## config.mk

```make
export PLATFORM = sky130hd
export DESIGN_NAME = line_follow_ctrl
export DESIGN_NICKNAME = d
export VERILOG_FILES = /design/src/rtl/line_follow_pkg.sv /design/src/rtl/line_follow_ctrl_pwm_gen.sv /design/src/rtl/line_follow_ctrl.sv
export SDC_FILE = /design/constraint.sdc
export NUM_CORES = 1
export LEC_CHECK = 0
export BUFFER_PORTS_ARGS = -buffer_cell sky130_fd_sc_hd__buf_2
export CAP_MARGIN = 5
export CORE_MARGIN = 3
export CORE_UTILIZATION = 56
export DETAILED_ROUTE_END_ITERATION = 10
export PLACE_DENSITY = 0.8
export SYNTH_ARGS = -nofsm -noshare
export SYNTH_HDL_FRONTEND = slang
export SYNTH_SLANG_ARGS = --single-unit
```

## constraint.sdc

```tcl
create_clock -name clk -period 3.6 [get_ports clk]
set_input_delay 0.18 -clock clk [delete_from_list [all_inputs] [get_ports clk]]
set_output_delay 0.18 -clock clk [all_outputs]
set_load 0.05 [all_outputs]
```

## src/rtl/line_follow_pkg.sv

```systemverilog
// Shared definitions for the line-follow motion controller.
//   mode_e  : FSM state encoding, also driven out on the mode port
//   TRK_*   : direction codes from the tracker sensor block
//   turn_e  : remembered direction of the most recent turn
package line_follow_pkg;

    typedef enum logic [2:0] {
        IDLE   = 3'd0,
        FWD    = 3'd1,
        TURN_L = 3'd2,
        TURN_R = 3'd3,
        COAST  = 3'd4,
        SEARCH = 3'd5,
        HALT   = 3'd6
    } mode_e;

    localparam logic [1:0] TRK_NONE  = 2'b00;
    localparam logic [1:0] TRK_LEFT  = 2'b01;
    localparam logic [1:0] TRK_RIGHT = 2'b10;
    localparam logic [1:0] TRK_FWD   = 2'b11;

    typedef enum logic {
        TURN_LEFT  = 1'b0,
        TURN_RIGHT = 1'b1
    } turn_e;

    // Modes in which the motors must be stopped immediately.
    function automatic logic is_stopped(input mode_e m);
        return (m == IDLE) || (m == HALT);
    endfunction

endpackage

```

## src/rtl/line_follow_ctrl_pwm_gen.sv

```systemverilog
// Shared PWM generator for both wheels: one free-running counter and two
// comparators. Duties are taken from the targets only at counter wrap so a
// period is never cut short; force_zero_i bypasses that and stops both
// outputs on the next edge.
//   clk, reset            : clock, async active-high reset
//   force_zero_i          : clear active duties and outputs now
//   duty_l_i / duty_r_i   : target duties (cycles high per period)
//   pwm_l_o / pwm_r_o     : registered PWM outputs
module pwm_gen #(
    parameter int PWM_W      = 10,
    parameter int PWM_PERIOD = 1000
) (
    input  logic             clk,
    input  logic             reset,
    input  logic             force_zero_i,
    input  logic [PWM_W-1:0] duty_l_i,
    input  logic [PWM_W-1:0] duty_r_i,
    output logic             pwm_l_o,
    output logic             pwm_r_o
);

    localparam logic [PWM_W-1:0] CNT_LAST = PWM_W'(PWM_PERIOD - 1);

    logic [PWM_W-1:0] cnt_q, cnt_d;
    logic [PWM_W-1:0] duty_l_q, duty_l_d;
    logic [PWM_W-1:0] duty_r_q, duty_r_d;
    logic             wrap;

    assign wrap = (cnt_q == CNT_LAST);

    always_comb begin
        cnt_d    = wrap ? '0 : cnt_q + 1'b1;
        duty_l_d = duty_l_q;
        duty_r_d = duty_r_q;
        if (force_zero_i) begin
            duty_l_d = '0;
            duty_r_d = '0;
        end else if (wrap) begin
            duty_l_d = duty_l_i;
            duty_r_d = duty_r_i;
        end
    end

    // Compare against next-state values so the registered output lines up
    // with the counter value it represents. Duty >= period gives a
    // constantly high output since the counter never reaches it.
    always_ff @(posedge clk or posedge reset) begin
        if (reset) begin
            cnt_q    <= '0;
            duty_l_q <= '0;
            duty_r_q <= '0;
            pwm_l_o  <= 1'b0;
            pwm_r_o  <= 1'b0;
        end else begin
            cnt_q    <= cnt_d;
            duty_l_q <= duty_l_d;
            duty_r_q <= duty_r_d;
            pwm_l_o  <= (cnt_d < duty_l_d);
            pwm_r_o  <= (cnt_d < duty_r_d);
        end
    end

endmodule

```

## src/rtl/line_follow_ctrl.sv

```systemverilog
// Line-follow motion controller. Debounces the tracker direction code,
// sequences IDLE/FWD/TURN/COAST/SEARCH/HALT, and drives per-wheel PWM and
// direction pins.
//   clk, reset        : clock, async active-high reset
//   enable            : run request, low forces IDLE
//   obstacle          : forces HALT from any non-IDLE mode
//   track_state       : tracker code (00 none, 01 left, 10 right, 11 fwd)
//   left/right_pwm    : motor PWM
//   left/right_dir    : 1 forward, 0 reverse
//   mode, halted      : current state, HALT indicator
module line_follow_ctrl
    import line_follow_pkg::*;
#(
    parameter int PWM_W           = 10,
    parameter int PWM_PERIOD      = 1000,
    parameter int FAST_DUTY       = 800,
    parameter int SLOW_DUTY       = 300,
    parameter int SEARCH_DUTY     = 500,
    parameter int DEBOUNCE_CYCLES = 16,
    parameter int LOST_CYCLES     = 5000000,
    parameter int SEARCH_CYCLES   = 100000000,
    parameter int TMR_W           = 27
) (
    input  logic       clk,
    input  logic       reset,
    input  logic       enable,
    input  logic       obstacle,
    input  logic [1:0] track_state,
    output logic       left_pwm,
    output logic       right_pwm,
    output logic       left_dir,
    output logic       right_dir,
    output logic [2:0] mode,
    output logic       halted
);

    localparam int               DB_W      = $clog2(DEBOUNCE_CYCLES);
    localparam logic [DB_W-1:0]  DB_LAST   = DB_W'(DEBOUNCE_CYCLES - 2);
    localparam logic [DB_W-1:0]  DB_FULL   = DB_W'(DEBOUNCE_CYCLES - 1);
    localparam logic [TMR_W-1:0] LOST_LAST = TMR_W'(LOST_CYCLES - 1);
    localparam logic [TMR_W-1:0] SRCH_LAST = TMR_W'(SEARCH_CYCLES - 1);
    localparam logic [PWM_W-1:0] FAST_D    = PWM_W'(FAST_DUTY);
    localparam logic [PWM_W-1:0] SLOW_D    = PWM_W'(SLOW_DUTY);
    localparam logic [PWM_W-1:0] SRCH_D    = PWM_W'(SEARCH_DUTY);

    // ---------------- debounce ----------------
    // The loading edge counts as the first stable sample, so the accepted
    // code updates on the DEBOUNCE_CYCLES-th edge of a steady input.
    logic [1:0]      cand_q, acc_q;
    logic [DB_W-1:0] db_cnt_q;

    always_ff @(posedge clk or posedge reset) begin
        if (reset) begin
            cand_q   <= TRK_NONE;
            acc_q    <= TRK_NONE;
            db_cnt_q <= '0;
        end else if (track_state != cand_q) begin
            cand_q   <= track_state;
            db_cnt_q <= '0;
        end else if (db_cnt_q != DB_FULL) begin
            db_cnt_q <= db_cnt_q + 1'b1;
            if (db_cnt_q == DB_LAST) acc_q <= cand_q;
        end
    end

    // ---------------- mode FSM ----------------
    mode_e            mode_q, mode_d;
    logic [TMR_W-1:0] tmr_q, tmr_d;
    turn_e            last_turn_q;
    logic [PWM_W-1:0] tgt_l_q, tgt_r_q;
    logic             ldir_q, rdir_q, halted_q;
    logic             stop_d;

    function automatic mode_e follow(input logic [1:0] code);
        case (code)
            TRK_FWD:   return FWD;
            TRK_LEFT:  return TURN_L;
            TRK_RIGHT: return TURN_R;
            default:   return COAST;
        endcase
    endfunction

    always_comb begin
        mode_d = mode_q;
        if (obstacle && mode_q != IDLE) begin
            mode_d = HALT;
        end else if (!enable) begin
            mode_d = IDLE;
        end else begin
            case (mode_q)
                IDLE, FWD, TURN_L, TURN_R: mode_d = follow(acc_q);
                COAST: begin
                    if (acc_q != TRK_NONE)   mode_d = follow(acc_q);
                    else if (tmr_q == LOST_LAST) mode_d = SEARCH;
                end
                SEARCH: begin
                    if (acc_q != TRK_NONE)   mode_d = follow(acc_q);
                    else if (tmr_q == SRCH_LAST) mode_d = HALT;
                end
                default: mode_d = mode_q;
            endcase
        end
        // Timer only runs while dwelling in COAST/SEARCH; any mode change
        // restarts it.
        if (mode_d != mode_q)                  tmr_d = '0;
        else if (mode_q inside {COAST, SEARCH}) tmr_d = tmr_q + 1'b1;
        else                                   tmr_d = '0;
    end

    assign stop_d = is_stopped(mode_d);

    always_ff @(posedge clk or posedge reset) begin
        if (reset) begin
            mode_q      <= IDLE;
            tmr_q       <= '0;
            last_turn_q <= TURN_RIGHT;
            tgt_l_q     <= '0;
            tgt_r_q     <= '0;
            ldir_q      <= 1'b1;
            rdir_q      <= 1'b1;
            halted_q    <= 1'b0;
        end else begin
            mode_q   <= mode_d;
            tmr_q    <= tmr_d;
            halted_q <= (mode_d == HALT);
            if (mode_d == TURN_L)      last_turn_q <= TURN_LEFT;
            else if (mode_d == TURN_R) last_turn_q <= TURN_RIGHT;
            case (mode_d)
                FWD:    begin tgt_l_q <= FAST_D; tgt_r_q <= FAST_D; end
                TURN_L: begin tgt_l_q <= SLOW_D; tgt_r_q <= FAST_D; end
                TURN_R: begin tgt_l_q <= FAST_D; tgt_r_q <= SLOW_D; end
                SEARCH: begin tgt_l_q <= SRCH_D; tgt_r_q <= SRCH_D; end
                COAST:  ;  // keep whatever motion was in progress
                default: begin tgt_l_q <= '0; tgt_r_q <= '0; end
            endcase
            // Search spins in place: the wheel on the turn side reverses.
            if (mode_d == SEARCH) begin
                ldir_q <= (last_turn_q == TURN_RIGHT);
                rdir_q <= (last_turn_q == TURN_LEFT);
            end else begin
                ldir_q <= 1'b1;
                rdir_q <= 1'b1;
            end
        end
    end

    pwm_gen #(
        .PWM_W      (PWM_W),
        .PWM_PERIOD (PWM_PERIOD)
    ) u_pwm (
        .clk          (clk),
        .reset        (reset),
        .force_zero_i (stop_d),
        .duty_l_i     (tgt_l_q),
        .duty_r_i     (tgt_r_q),
        .pwm_l_o      (left_pwm),
        .pwm_r_o      (right_pwm)
    );

    assign mode      = mode_q;
    assign halted    = halted_q;
    assign left_dir  = ldir_q;
    assign right_dir = rdir_q;

endmodule

```

---- Word level (Yosys, flattened, before mapping) ----
Cells that the tools add are included.
cells by class
  $add $sub $neg .......................... 3
  multiply operators ...................... 0
  div/mod/pow operators ................... 0
  magnitude comparators ................... 2
  eq/ne operators ......................... 21
  shift-type cells ........................ 0
  mux-type cells .......................... 23
  bitwise operators ....................... 2
  reduce and logical (&&, ||, !) cells .... 13
operators by type and width
  operator                                                           count
  10-bit one-hot mux with 4 select lines                             2
  27-bit two-way mux                                                 2
  10-bit two-way mux                                                 5
  27-bit by 1-bit adder with 27-bit output, second input constant    1
  27-bit by 23-bit == test with 1-bit output, second input constant  1
  27-bit == test, second input constant                              1
  10-bit < comparator                                                2
  3-bit two-way mux                                                  6
  3-bit one-hot mux with 3 select lines                              2
  3-bit == test, second input constant                               5
  3-bit by 2-bit == test with 1-bit output, second input constant    4
  10-bit by 1-bit adder with 10-bit output, second input constant    1
  10-bit == test, second input constant                              1
  4-bit two-way mux                                                  2
  2-bit nonzero test                                                 4
  3-bit by 1-bit == test with 1-bit output, second input constant    2
  3-bit zero test                                                    2
  4-bit by 1-bit adder with 4-bit output, second input constant      1
  2-bit == test, second input constant                               2
  4-bit == test, second input constant                               1
  1-bit two-way mux                                                  4
  4-bit inequality test, second input constant                       1
  2-bit OR reduction                                                 2
  4-bit OR reduction                                                 1
  8 further kinds                                                    9
storage, ports and cells
  flip-flop bits (word level) ............. 94
  bits in latches ......................... 0
  RAM bits ................................ 0
  ROM bits ................................ 0
  bits of input ports ..................... 6
  output and inout bits ................... 8
  word-level logic and storage cells ...... 80
  memories kept ........................... 0

---- Logic depth before layout (Yosys ltp) ----
  word-level depth ........................ 10
  depth in mapped cells ................... 16
  depth with buffers taken out ............ 15

---- Cells and area by module ----
A second synthesis with hierarchy kept.
second synthesis, totals
  cell total of the unflattened synthesis .. 452
  area, all modules ....................... 4,569.4 sq um
modules (own cells, without submodules)
  module            times used  cells an instance  area each (sq um)  seq. area each (sq um)
  line_follow_ctrl  1           268                2,683.8            1,255.0
  pwm_gen           1           184                1,885.6            800.8

---- Worst setup path after synthesis ----
Ideal clock, no wire load.
  path kind ............................... reg2reg
  start point ............................. register mode_q[2] (netlist: mode[2])
  end point ............................... register u_pwm.pwm_l_o
  setup time .............................. 0.095 ns
  data arrival time ....................... 3.497 ns
  data required time ...................... 3.505 ns
  setup slack ............................. 0.008 ns
  stages on the path, launching flop included .. 15
  path buffers ............................ 1
  clock period less this slack ............ 3.592 ns
  path through ............................ dfrtp_1 nand2_1 a221oi_2 nand2_1 nor2_1 nor3_4 buf_2 or2_1 ha_1 a2111oi_0 o21ai_0 a31o_2 a21oi_1 nand3b_1 o31ai_1
on the way
  longest elaborated chain between the ends .. 9
  elaborated cells on any way between the ends .. 21
  those cells by class .................... order compare (1); eq/ne (6); mux (8); reduce/logical (6)
ends and longest elaborated chain
  item                                                              RTL line                        RTL
  start, declared                                                   line_follow_ctrl.sv:67          mode_e mode_q, mode_d;
  start signal, assigned                                            line_follow_ctrl.sv:123         mode_q <= mode_d;
  3-bit by 1-bit == test with 1-bit output (tied with other cells)  line_follow_ctrl.sv:90          case (mode_q)
  4-bit OR reduction (tied with other cells)                        -
  3-bit one-hot mux with 3 select lines                             line_follow_ctrl.sv:90
  3-bit two-way mux                                                 line_follow_ctrl.sv:87          end else if (!enable) begin
  3-bit two-way mux (*)                                             line_follow_ctrl.sv:85          if (obstacle && mode_q != IDLE) begin
  3-bit == test / 3-bit zero test (equally long branches)           line_follow_pkg.sv:29           return (m == IDLE) || (m == HALT);
  1-bit logical OR (*)                                              line_follow_pkg.sv:29
  10-bit two-way mux (*)                                            line_follow_ctrl_pwm_gen.sv:35  if (force_zero_i) begin
  10-bit < comparator (*)                                           line_follow_ctrl_pwm_gen.sv:58  pwm_l_o <= (cnt_d < duty_l_d);
  end signal, assigned                                              line_follow_ctrl_pwm_gen.sv:58
  end, declared                                                     line_follow_ctrl_pwm_gen.sv:18  output logic pwm_l_o,
Mark *: on every way between the ends. The rest lies on a longest branch, timed or not.
A chain may end at the register's enable or synchronous reset.

---- Worst setup path in the final report ----
  start point ............................. register acc_q[0]
  end point ............................... register u_pwm.pwm_l_o
on the way
  longest elaborated chain between the ends .. 10
  elaborated cells on any way between the ends .. 15
  those cells by class .................... order compare (1); eq/ne (4); mux (7); reduce/logical (3)
ends and longest elaborated chain
  item                                                                              RTL line                                        RTL
  start, declared                                                                   line_follow_ctrl.sv:49                          logic [1:0] cand_q, acc_q;
  start signal, assigned                                                            line_follow_ctrl.sv:62                          if (db_cnt_q == DB_LAST) acc_q <= cand_q;
  2-bit == test / 2-bit by 1-bit == test with 1-bit output (equally long branches)  line_follow_ctrl.sv:75                          case (code)
  3-bit one-hot mux with 3 select lines                                             line_follow_ctrl.sv:75
  3-bit two-way mux (on tied branches)                                              line_follow_ctrl.sv:97, line_follow_ctrl.sv:93
  3-bit one-hot mux with 3 select lines (*)                                         line_follow_ctrl.sv:90
  3-bit two-way mux (*)                                                             line_follow_ctrl.sv:87
  3-bit two-way mux (*)                                                             line_follow_ctrl.sv:85
  3-bit == test / 3-bit zero test (equally long branches)                           line_follow_pkg.sv:29
  1-bit logical OR (*)                                                              line_follow_pkg.sv:29
  10-bit two-way mux (*)                                                            line_follow_ctrl_pwm_gen.sv:35
  10-bit < comparator (*)                                                           line_follow_ctrl_pwm_gen.sv:58
Marked as above.

==> flow_metrics.env <==
export IMPL_status="complete, no violations"
export IMPL_rows=31
export IMPL_crit_family="compound AO/OA/AOI/OAI gates"
export IMPL_ys_ff_latch=83
export IMPL_critical_path_class="reg -> reg"
export IMPL_synth_net_count=470
export IMPL_required_ns=3.87
export IMPL_clockBufferDepth=2
export IMPL_avgSynthCellArea_sq_um=9.998
export IMPL_crit_arrival_ns=3.77
export IMPL_critical_path_max_stage_delay_ns=0.40
export IMPL_synth_edf_count=0
export IMPL_ys_warnings_count=0
export IMPL_drv_cap=0
export IMPL_wl_um=8803
export IMPL_synth_cell_area_sq_um=4389
export IMPL_path_max_fanout=5
export IMPL_regToRegEndpoint="u_pwm.pwm_l_o$_DFF_PP0_"
export IMPL_area_delta_synth_final_pct=13.26
export IMPL_synth_top_cells_by_area="dfrtp_1 (46%), ha_1 (7.1%), nor2_1 (5.6%)"
export IMPL_drt_wirelength_per_cell_um=15.23
export IMPL_netlist_area_leader_share=0.4561
export IMPL_worst_ir_drop_vdd_uv=417.1
export IMPL_core_sq_um=7408
export IMPL_reg2reg_from="acc_q[0]$_DFFE_PP0P_"
export IMPL_path_cells="inv_2, ha_2, and2_1, a221oi_4, nand2_2, nor2_4, nor3_4, or2_1, ha_1, a2111oi_2, o21ai_1, a31o_2, a21oi_2, nand3b_1, o31ai_1"
export IMPL_clkTransAtPathRegs_ns=0.09
export IMPL_ctsHtreeMaxLevel=3
export IMPL_drc=0
export IMPL_fin_crit_ns=3.498
export IMPL_fin_ws_ns=0.1020
export IMPL_port_buffers=13
export IMPL_async_flop_share=1.000
export IMPL_drive_above_1_share=0.1712
export IMPL_r2r_worst_path_cells=15
export IMPL_synth_flop_cell="dfrtp_1"
export IMPL_hold_path_class="in -> async"
export IMPL_fillers=542
export IMPL_gp_congestion=0.9199
export IMPL_max_slew_margin_rel=0.2677
export IMPL_slew_viol_final=0
export IMPL_ys_seq_area_frac=0.4741
export IMPL_slowest_stage="dfrtp_1"
export IMPL_clock_sinks=83
export IMPL_worst_slew_pin_slew_ns=1.099
export IMPL_start_util=0.5925
export IMPL_grt_use_total=0.2162
export IMPL_grt_max_degree=66
export IMPL_die_area_sq_um=8936
export IMPL_ys_types=59
export IMPL_grt_pass1_wl_um=15190
export IMPL_dp_slack_ns=-0.00008415
export IMPL_boundaryPins=14
export IMPL_fin_skew_ns=0.01660
export IMPL_clk_latency_ns=0.37
export IMPL_via_per_inst=5.623
export IMPL_synth_cells=439
export IMPL_globalRoute_totalOverflow=0
export IMPL_drt_iter0_drc=187
export IMPL_cts_root_buffer="clkbuf_8"
export IMPL_tritoncts="done"
export IMPL_dieWidth_um=94.53
export IMPL_ant_nets=0
export IMPL_synth_top_area_cell="dfrtp_1"
export IMPL_finalSetupViolCount=0
export IMPL_die_h_um=94.53
export IMPL_cp_num_buf_inv=1
export IMPL_fmax_mhz=285.9
export IMPL_grt_pass1_vias=3294
export IMPL_vias=3250
export IMPL_powerDensity_nw_per_um2=405.5
export IMPL_dpl_hpwl_um=6192
export IMPL_yosysMostFrequentCell="dfrtp_1"
export IMPL_drt_pass1_iterations=4
export IMPL_reg2reg_slack_ns=0.10
export IMPL_power_leakage_nw=2.176
export IMPL_cp_end_kind="flop"
export IMPL_grt_antenna_before_repair=0
export IMPL_fin_crit_sh=0.9717
export IMPL_n_antenna_cell=0
export IMPL_cp_start_kind="flop"
export IMPL_numCtsBuffers=9
export IMPL_finalHoldViolCount=0
export IMPL_synth_commonest_cells="dfrtp_1 (80), nor2_1 (65), nand2_1 (32)"
export IMPL_nNetsFinal=505
export IMPL_p_total_w=0.002016
[cell type report]
class / instances / area [sq um] / share of cell area
Sequential cell: 83 / 2081 / 0.4186
Tap cell: 99 / 123.9 / 0.02492
Clock buffer: 9 / 123.9 / 0.02492
Multi-Input combinational cell: 332 / 2255 / 0.4536
Clock inverter: 7 / 75.07 / 0.01510
Timing Repair Buffer: 38 / 274.0 / 0.05512
Inverter: 10 / 38.79 / 0.007803
[per-layer routing]
metal,vias to the layer above,part of all wire,track usage
met5,-,0,0
met3,12,0.034,0.04781
li1,1599,-,-
met1,1578,0.46,0.2876
met2,61,0.49,0.3522
met4,0,0.011,0.07212
[cell families after synthesis]
group	share of synthesized area
buffers and inverters	0.03022
and+or+nand+nor	0.2469
adders and majority gates	0.07127
DFF	0.4741
muxes	0.01368
AOI/OAI and AO/OA	0.09607
xor gates and xnor gates	0.06784
[layout by cell type (no fill, tap or decap), types with 9 or more instances in the layout]
cell       n
dfrtp_1   80
nor2_1    63
nand2_1   31
ha_1      23
nand3_1   21
buf_4     21
or2_1     18
xnor2_1   18
a21oi_1   17
xor2_1    16
buf_2     13
o21ai_0   11
and2_1     9
clkbuf_8   9
[metrics by stage]
| stage | instances | utilization | area [sq um] | hold WS (ns) | TNS [ns] |
|---|---|---|---|---|---|
| floorplan | 439 | - | 4389 | 0.2776 | 0 |
| global placement | 552 | 0.6232 | 4617 | 0.3151 | 0 |
| detailed placement | 552 | 0.6232 | 4617 | 0.3178 | -0.00008415 |
| CTS | 570 | 0.6534 | 4841 | 0.08248 | 0 |
| global route | 578 | 0.6710 | 4971 | 0.1263 | -0.1003 |
| finish | 578 | 0.6710 | 4971 | 0.04846 | 0 |
[state kept, by name, summed over array words and instances (netlist names), 2 cells and up]
signal / flops
tmr_q: 27
u_pwm.cnt_q: 10
u_pwm.duty_l_q: 10
u_pwm.duty_r_q: 10
tgt_l_q: 5
db_cnt_q: 4
tgt_r_q: 4
mode: 3
acc_q: 2
cand_q: 2
[worst max-delay path by stage]
stage	from	to	slack, ns	cells past startpoint
after global routing	acc_q[0]$_DFFE_PP0P_	u_pwm.pwm_r_o$_DFF_PP0_	-0.09	15
after floorplan	mode[2]$_DFF_PP0_	u_pwm.pwm_l_o$_DFF_PP0_	0.008	14
after global placement	acc_q[0]$_DFFE_PP0P_	u_pwm.pwm_l_o$_DFF_PP0_	0.14	16
after CTS	acc_q[0]$_DFFE_PP0P_	u_pwm.pwm_l_o$_DFF_PP0_	0.009	16
after detailed placement	acc_q[0]$_DFFE_PP0P_	u_pwm.pwm_l_o$_DFF_PP0_	-0.00008	16
final	acc_q[0]$_DFFE_PP0P_	u_pwm.pwm_l_o$_DFF_PP0_	0.10	15
[report_power, final]
group / switching, W / leakage (nW) / total, W / internal [W]
Clock: 0.000361 / 0.104 / 0.000686 / 0.000325
Combinational: 0.000199 / 0.966 / 0.000313 / 0.000114
Sequential: 0.0000390 / 1.11 / 0.00102 / 0.000977
Total: 0.000599 / 2.18 / 0.00202 / 0.00142
[repair_timing]
item,CTS,global route
gates cloned,0,1
endpoints found under the hold margin,2,0
pin swaps,0,7
buffers inserted,0,7
gates resized for setup,2,19
hold buffers,2,0
endpoints found under the setup margin,1,2
(Power assumes the default switching activity.)
